===== config.mk =====
export PLATFORM = sky130hd
export DESIGN_NAME = countdown_display_ctrl
export DESIGN_NICKNAME = d
export VERILOG_FILES = /design/src/rtl/countdown_display_ctrl.sv
export SDC_FILE = /design/constraint.sdc
export NUM_CORES = 1
export LEC_CHECK = 0
export ABC_CLOCK_PERIOD_IN_PS = 2400
export BUFFER_PORTS_ARGS = -buffer_cell sky130_fd_sc_hd__buf_4
export CAP_MARGIN = 30
export CORE_MARGIN = 5
export CORE_UTILIZATION = 46
export DETAILED_ROUTE_END_ITERATION = 16
export PLACE_DENSITY = 0.63
export SLEW_MARGIN = 40
export SYNTH_ARGS = -nofsm -noshare
export SYNTH_HDL_FRONTEND = slang
export SYNTH_SLANG_ARGS = --single-unit

===== constraint.sdc =====
create_clock -name CLK -period 2.4 [get_ports CLK]
set_input_delay 0.36 -clock CLK [delete_from_list [all_inputs] [get_ports CLK]]
set_output_delay 0.36 -clock CLK [all_outputs]
set_load 0.1 [all_outputs]

===== src/rtl/countdown_display_ctrl.sv =====
// Content sequencer for the 4-digit 7-segment display: a 3-digit BCD countdown timer
// plus an error digit, with busy/done/fail status for the supervising FSM.
module countdown_display_ctrl #(
    parameter int unsigned CLK_DIV = 50000000,
    parameter int unsigned MAX_ERR = 9
) (
    input  logic        CLK,
    input  logic        RST,
    input  logic        start,
    input  logic        pause,
    input  logic        err_in,
    input  logic [11:0] preset,
    output logic [11:0] display,
    output logic [3:0]  error_count,
    output logic        busy,
    output logic        done,
    output logic        fail
);

    localparam int unsigned    TickW    = (CLK_DIV > 1) ? $clog2(CLK_DIV) : 1;
    localparam logic [TickW-1:0] TickLast = TickW'(CLK_DIV - 1);
    localparam logic [3:0]     ErrMax   = 4'(MAX_ERR);

    typedef enum logic [2:0] {
        StIdle,
        StRun,
        StPause,
        StDone,
        StFail
    } state_e;

    state_e           state_q, state_d;
    logic [TickW-1:0] tick_q, tick_d;
    logic [11:0]      disp_q, disp_d;
    logic [3:0]       err_cnt_q, err_cnt_d;
    logic             err_q;

    logic [11:0] preset_clamped;
    logic        active;
    logic        wrap;
    logic        advance;
    logic        err_edge;

    function automatic logic [3:0] clamp_digit(input logic [3:0] d);
        return (d > 4'd9) ? 4'd9 : d;
    endfunction

    function automatic logic [11:0] bcd_dec(input logic [11:0] v);
        logic [11:0] r;
        r = v;
        if (v[3:0] != 4'd0) begin
            r[3:0] = v[3:0] - 4'd1;
        end else begin
            r[3:0] = 4'd9;
            if (v[7:4] != 4'd0) begin
                r[7:4] = v[7:4] - 4'd1;
            end else begin
                r[7:4]  = 4'd9;
                r[11:8] = v[11:8] - 4'd1;
            end
        end
        return r;
    endfunction

    assign preset_clamped = {clamp_digit(preset[11:8]), clamp_digit(preset[7:4]),
                             clamp_digit(preset[3:0])};
    assign active   = (state_q == StRun) || (state_q == StPause);
    assign wrap     = (tick_q == TickLast);
    // PAUSE only ever holds a non-wrap count, so a due step is never deferred by pause.
    assign advance  = !pause || wrap;
    assign err_edge = err_in & ~err_q;

    always_comb begin
        state_d   = state_q;
        tick_d    = tick_q;
        disp_d    = disp_q;
        err_cnt_d = err_cnt_q;

        if (start) begin
            disp_d    = preset_clamped;
            err_cnt_d = 4'd0;
            tick_d    = '0;
            state_d   = (preset_clamped == 12'h000) ? StDone : StRun;
        end else if (active) begin
            if (advance) begin
                if (wrap) begin
                    tick_d = '0;
                    disp_d = bcd_dec(disp_q);
                end else begin
                    tick_d = tick_q + 1'b1;
                end
            end
            if (err_edge) begin
                err_cnt_d = err_cnt_q + 4'd1;
            end
            // Abort outranks completion when both land on the same edge.
            if (err_cnt_d == ErrMax) begin
                state_d = StFail;
            end else if (disp_d == 12'h000) begin
                state_d = StDone;
            end else begin
                state_d = advance ? StRun : StPause;
            end
        end
    end

    always_ff @(posedge CLK) begin
        if (RST) begin
            state_q   <= StIdle;
            tick_q    <= '0;
            disp_q    <= 12'h000;
            err_cnt_q <= 4'd0;
            err_q     <= 1'b0;
        end else begin
            state_q   <= state_d;
            tick_q    <= tick_d;
            disp_q    <= disp_d;
            err_cnt_q <= err_cnt_d;
            err_q     <= err_in;
        end
    end

    assign display     = disp_q;
    assign error_count = err_cnt_q;
    assign busy        = active;
    assign done        = (state_q == StDone);
    assign fail        = (state_q == StFail);

endmodule


# --- Word level (Yosys, flattened, before mapping) ---
# Index checks and enable logic that the tools add are counted.
op_classes:
  add_sub_neg: 5
  magnitude_cmp: 3
  eq_ne: 6
  mux: 23
  bitwise_logic: 2
  n_reduce_logical: 10
op_table:
  columns: ["cell", "n"]
  rows:
  - ["$mux W12", 6]
  - ["$mux W4", 9]
  - ["$add A26 B1 Y26 const B", 1]
  - ["$eq A26 B26 Y1 const B", 1]
  - ["$mux W26", 1]
  - ["$logic_not A12 Y1", 2]
  - ["$gt A4 B4 Y1 const B", 3]
  - ["$sub A4 B1 Y4 const B", 3]
  - ["$mux W3", 3]
  - ["$mux W8", 1]
  - ["$reduce_bool A4 Y1", 2]
  - ["$eq A3 B2 Y1 const B", 2]
  - ["$mux W2", 3]
  - ["$add A4 B1 Y4 const B", 1]
  - ["$eq A4 B4 Y1 const B", 1]
  - ["$eq A3 B1 Y1 const B", 1]
  - ["$eq A3 B3 Y1 const B", 1]
  - ["$logic_or A1 B1 Y1", 2]
  - ["$reduce_and A2 Y1", 1]
  - ["$reduce_bool A2 Y1", 1]
  - ["$reduce_or A2 Y1", 1]
  - ["$and A1 B1 Y1", 1]
  - ["$logic_not A1 Y1", 1]
  - ["$not A1 Y1", 1]
word_totals:
  ff_bits: 46
  output_inout_bits: 19
  wordCells: 54

# --- Depth between registers and ports, before layout ---
# Gate-level depths: netlist of the first run.
logic_depth:
  depth_word: 12
  mapped_depth: 8
  depth_no_buf: 6

# --- Worst setup path before layout of the first run ---
# Ideal clock, no wire load.
synth_timing:
  path_kind: "register to output"
  startpoint: "reg state_q[2]"
  endpoint: "out fail"
  arrival_time_ns: 2.605
  required_ns: 2.040
  slack_ns: -0.565
  stages_incl_launch_ff: 2
  path_buffers: 0
  path_cell_list: "dfxtp_1 > nor3b_1"
synth_via:
  elab_chain_cells: 1
synth_lines:
  columns: ["element", "line_no", "text"]
  rows:
  - ["start, declared", "32", "state_e state_q, state_d;"]
  - ["start signal, assigned", "109", "state_q <= StIdle;"]
  - ["start signal, assigned", "115", "state_q <= state_d;"]
  - ["$eq A3 B3 Y1", "127", "assign fail = (state_q == StFail);"]
  - ["end, declared", "17", "output logic fail"]
# Every way passes these cells.

# --- Worst setup path in the final report of the first run ---
layout_timing:
  startpoint: "reg state_q[1]"
  endpoint: "reg tick_q[5]"
layout_via:
  elab_chain_cells: 3
layout_lines:
  columns: ["element", "line_no", "text"]
  rows:
  - ["$eq A3 B1 Y1 or $eq A3 B2 Y1 (tied branches)", "67", "assign active = (state_q == StRun) || (state_q == StPause);"]
  - ["$logic_or A1 B1 Y1 (*)", "67", null]
  - ["$reduce_and A2 Y1 (no source line) (*)", null, null]
  - ["end signal, assigned", "116", "tick_q <= tick_d;"]
  - ["end, declared", "33", "logic [TickW-1:0] tick_q, tick_d;"]
# Mark *: on every way between the ends. The rest lies on a longest branch, timed or not.
# A chain may end at the register's enable or synchronous reset.

==> results of run 1 <==
area by class of cell:
cell class / instances / share of cell area, %
clock inverters: 2 / 0.315
flip-flops and latches: 46 / 29.0
inverters: 9 / 1.06
well taps: 75 / 2.95
clock buffers: 5 / 2.16
multi-input cells: 262 / 53.5
repair buffers: 47 / 11.1
cell families (layout without fill, tap and decap cells):
kind of cell    Yosys count  count (layout)  share of synthesized area [%]
compound gates           82              82                           19.5
buf+inv                  29              63                           4.29
simple gates            159             159                           34.7
flops                    46              46                           34.0
mux                       8               8                           3.00
xor+xnor                 10              10                           3.23
fa+ha+maj                 3               3                           1.38
layer usage:
layer / global-route usage, % / vias to the layer above / wire length [µm] / part of all wire [%]
met2: 31.0 / 71 / 3230 / 46
met5: 0 / - / 0 / 0
met4: 4.25 / 0 / 36 / 0.51
met1: 27.3 / 1298 / 3400 / 48
li1: - / 1352 / - / -
met3: 3.33 / 2 / 400 / 5.7
critical path, stage by stage, from the launching register on:
cell and delay, ns:
dfxtp_1 0.45, xor2_1 0.21, nand2b_1 0.22, inv_1 0.31, nand2_1 0.30, or4_1 0.54, a21oi_1 0.15
worst max path at each step:
stage	endpoint	cells after the start
floorplan	display[7]$_SDFFE_PP0P_	5
global placement	tick_q[5]$_SDFFE_PP0P_	7
detailed placement	tick_q[10]$_SDFFE_PP0P_	7
CTS	tick_q[10]$_SDFFE_PP0P_	7
global route	tick_q[11]$_SDFFE_PP0P_	6
finish	tick_q[5]$_SDFFE_PP0P_	6
stage by stage:
stage               setup TNS, ns  hold WS, ns  instances  util (%)  power, µW
floorplan                       0        0.450        337         -       1100
global placement                0        0.483        439      53.0       1210
detailed placement              0        0.482        439      53.0       1210
CTS                             0        0.270        446      54.3       1670
global route             -0.00556        0.283        446      54.7       1730
finish                          0        0.278        446      54.7       1650
synth_stat cells (all sizes together), types with 2 or more instances:
cell	count	area, µm²
a211oi	2	15.0
a21oi	29	145
a221oi	3	26.3
a311o	2	20.0
a31oi	3	18.8
and2	2	12.5
and3	4	25.0
and4	3	26.3
buf	5	25.0
clkbuf	15	57.6
dfxtp	46	921
ha	3	37.5
inv	9	33.8
mux2i	7	70.1
nand2	20	75.1
nand2b	5	31.3
nand3	13	65.1
nand3b	3	22.5
nand4	12	81.3
nand4b	5	43.8
nor2	29	109
nor2b	3	18.8
nor3	9	50.1
nor3b	4	30.0
nor4	16	106
nor4b	4	47.6
o21a	2	15.0
o21ai	14	70.1
o31ai	15	113
o41ai	3	26.3
or2	2	12.5
or3	8	50.1
or4	15	113
xnor2	6	52.6
xor2	4	35.0
flip-flops by register name (all words and copies together) (netlist names):
| signal | flops |
|---|---|
| error_count | 4 |
| display | 12 |
| state_q | 3 |
| tick_q | 26 |
| err_q | 1 |
power breakdown:
part	internal, µW	switching (µW)
Combinational	113	277
Clock	196	260
Sequential	782	26.6
Total	1090	564
==> flow_summary.yaml, run 1 <==
global_routing:
  antenna_found_initial: 0
  grt_usage_pct: 19.4
  grt_pass1_wl_mm: 12.0
  overflow: 0
  grt_pass1_vias: 2510
  grt_max_degree: 31
yosys:
  syn_area_um2: 2710
  synth_fp_nets: 357
  syn_avg_cell_area_um2: 8.05
  ys_async_sr_fraction_pct: 0
  synth_edf_count: 0
  yosys_warnings: 0
  synthFlopType: "dfxtp_1"
  yosysSeqAreaShare_pct: 34.0
  ys_ff_latch: 46
  synth_cells: 337
  synth_cell_types: 53
clock_tree:
  cts_hold_buf: 0
  cts_sinks: 46
  htree_levels: 2
  clock_latency_ns: 0.29
  clk_pin_slew_ns: 0.09
  cts_setup_buffers: 0
  root_buffer: "clkbuf_8"
  ctsLongestPathBuffers: 2
  tritoncts: "done"
  cts_resized: 0
  cts_buffers: 5
sta:
  fin_skew_ns: 0.00685
  hold_viol: 0
  tightest_slew_ns: 0.646
  min_period_over_period_pct: 93.3
  maxSlewViolCount: 0
  fin_crit_ns: 2.24
  setup_slack_ns: 0.162
  max_slew_margin_pct: 56.8
  setup_violations: 0
  clock.fmax_mhz: 447
die:
  die_w_um: 86.8
  fp-row-count: 28
  start_util_pct: 46.6
  die-area_um2: 7530
  ios: 36
  die_y_um: 86.8
  coreArea_um2: 5820
hold_path:
  hold_start: "preset[6]"
  whs_path_depth: 3
  hold_path_class: "input port to register"
  whs_endpoint: "display[6]$_SDFFE_PP0P_"
run:
  drv_cap: 0
routing:
  firstDrtPassIters: 4
  drtIter0Drc: 151
  postRouteAntennaNets: 0
  via_count: 2723
  vias_per_cell: 6.11
  wl_mm: 7.07
  drcViolationCount: 0
  wl_per_cell_um: 15.9
cells_and_area:
  nNetsFinal: 391
  regArea_um2: 921
  fillers: 561
  antenna_cells: 0
  syn_to_final_growth_pct: 17.3
  most-common-layout-cells: "buf_4 (47), dfxtp_1 (46), nor2_1 (29), a21oi_1 (29), nand2_1 (19)"
  design_area_um2: 3180
  drive_gt1_share_pct: 18.3
  multi_input_area_um2: 1700
  final_common_cell: "buf_4"
placed_design:
  globalplace.congestion: 0.853
  portBuffers: 35
  dp_hpwl_mm: 5.04
  post_dp_cell_area_um2: 3080
  pre_cts_slack_ns: 0.135
power_and_ir_drop:
  max-vdd-ir-drop_uv: 308
  power_density_nw_per_um2: 520
  leakagePower_uw: 0.00106
setup_path:
  critPathLaunchType: "register"
  required_ns: 2.63
  r2r-end: "tick_q[5]$_SDFFE_PP0P_"
  endpoint_kind: "register"
  r2r-start: "state_q[1]$_SDFFE_PP0P_"
  critical_path_class: "register to register"
  startpoint: "state_q[1]$_SDFFE_PP0P_"
  r2r_slack_ns: 0.16
  arrival_ns: 2.47
  reg2reg_depth: 6
  path_max_fanout: 11
outcome:
  outcome: "completed"
Power figures use the tool's default switching activity.
==> run 2: changes to the inputs <==
--- a/config.mk
+++ b/config.mk
@@ -11,7 +11,7 @@
 export CORE_MARGIN = 5
 export CORE_UTILIZATION = 46
 export DETAILED_ROUTE_END_ITERATION = 16
-export PLACE_DENSITY = 0.63
+export PLACE_DENSITY = 0.66
 export SLEW_MARGIN = 40
 export SYNTH_ARGS = -nofsm -noshare
 export SYNTH_HDL_FRONTEND = slang
==> flow_summary.yaml, run 2 (same netlist as run 1, synthesis figures left out) <==
die:
  die_w_um: 86.8
  start_util_pct: 46.6
  die-area_um2: 7530
  ios: 36
  coreArea_um2: 5820
  die_y_um: 86.8
  fp-row-count: 28
routing:
  drtIter0Drc: 174
  via_count: 2714
  vias_per_cell: 6.07
  wl_per_cell_um: 15.9
  firstDrtPassIters: 4
  drcViolationCount: 0
  wl_mm: 7.10
  postRouteAntennaNets: 0
setup_path:
  critical_path_class: "register to register"
  cp_cell_sequence: "ha_1 -> and4b_1 -> nand3_1 -> nor4_1 -> mux2_2 -> a2111oi_0"
  r2r_slack_ns: 0.16
  crit_slowest_cell: "dfxtp_1"
  required_ns: 2.58
  arrival_ns: 2.42
  startpoint: "tick_q[0]$_SDFFE_PP0P_"
  r2r-start: "tick_q[0]$_SDFFE_PP0P_"
  path_max_fanout: 6
  endpoint_kind: "register"
  critPathLaunchType: "register"
  max_stage_delay_ns: 0.40
sta:
  fin_skew_ns: 0.00655
  rsz0062_at_grt: "no"
  tightest_slew_ns: 0.605
  min_period_over_period_pct: 93.3
  clock.fmax_mhz: 447
  hold_viol: 0
  maxSlewViolCount: 0
  fin_crit_ns: 2.24
  setup_violations: 0
  max_slew_margin_pct: 59.5
  setup_slack_ns: 0.162
  fin_setup_tns_ns: 0
placed_design:
  pre_cts_slack_ns: 0.202
  dp_hpwl_mm: 5.13
  globalplace.congestion: 0.841
  portBuffers: 35
cells_and_area:
  regArea_um2: 921
  drive_gt1_share_pct: 18.0
  most-common-layout-cells: "dfxtp_1 (46), buf_4 (46), nor2_1 (29), a21oi_1 (29), nand2_1 (20)"
  fillers: 561
  multi_input_area_um2: 1680
  nNetsFinal: 391
  syn_to_final_growth_pct: 18.1
  top_register: "tick_q"
  largest_reg_flops: 26
  antenna_cells: 0
hold_path:
  hold_start: "preset[5]"
  hold_path_class: "input port to register"
global_routing:
  grt_pass1_wl_mm: 12.1
  overflow: 0
  grt_pass1_vias: 2523
  grt_usage_pct: 19.8
  grt_max_degree: 39
  antenna_found_initial: 0
clock_tree:
  cts_buffers: 5
  root_buffer: "clkbuf_8"
  cts_sinks: 46
  clk_pin_slew_ns: 0.08
  tritoncts: "done"
  ctsLongestPathBuffers: 2
  htree_levels: 2
  cts_setup_buffers: 0
  clock_latency_ns: 0.30
power_and_ir_drop:
  combPwrFrac_pct: 21.7
  leakagePower_uw: 0.00107
  swShare_pct: 32.3
  clockPowerShare_pct: 32.6
  power_density_nw_per_um2: 555
  internal-power_uw: 1200
  power.switching_uw: 574
  max-vdd-ir-drop_uv: 397
  p_seq_share_pct: 45.7
outcome:
  outcome: "completed"
run:
  drv_cap: 0
## run 2: worst paths after layout
kind / end / cells past startpoint
setup / recovery: display[7]$_SDFFE_PP0P_ / 6
hold / removal: display[5]$_SDFFE_PP0P_ / 3
setup reg to reg: display[7]$_SDFFE_PP0P_ / 6
hold reg to reg: tick_q[23]$_SDFFE_PP0P_ / 2
## run 2: through the flow
step	instance area [µm²]	hold slack (ns)	util, %	total power (µW)	instances
2_1_floorplan	2720	0.450	-	1100	337
3_3_place_gp	3090	0.480	53.2	1210	439
3_5_place_dp	3090	0.479	53.2	1210	439
4_1_cts	3200	0.273	55.1	1790	447
5_1_grt	3200	0.294	55.1	1860	447
6_report	3200	0.282	55.1	1780	447
## run 2: routing by layer
layer	routed length (µm)	global-route usage, %	vias to the layer above
met5	0	0	-
met4	57	6.37	0
met3	288	3.90	4
met2	3250	30.4	62
met1	3510	27.8	1282
li1	-	-	1366
## run 2: timing repair
item,CTS,global route
hold endpoints to repair,0,0
resized for setup,0,1
hold buffers,0,0
endpoints found under the setup margin,0,2
## run 2: layout make-up
cell class	count	share of cell area, %
multi-input combinational	262	52.4
sequential	46	28.8
timing repair buffer	47	11.4
tap	75	2.93
clock buffer	5	2.15
clock inverter	3	1.25
inverter	9	1.06
## run 2: worst max-delay path, delay by kind of cell (launching register included)
family,cells,cell delay [ns]
AOI/OAI and AO/OA,1,0.34
adders and majority gates,1,0.27
DFF,1,0.40
muxes,1,0.37
and+or+nand+nor,3,0.75
## run 2: power groups by stage
stage / clock [µW] / sequential [µW] / combinational [µW]
finish: 579 / 811 / 385
global route: 629 / 816 / 411
CTS: 591 / 811 / 384
detailed placement: 0 / 829 / 383
global placement: 0 / 829 / 382
floorplan: 0 / 920 / 176
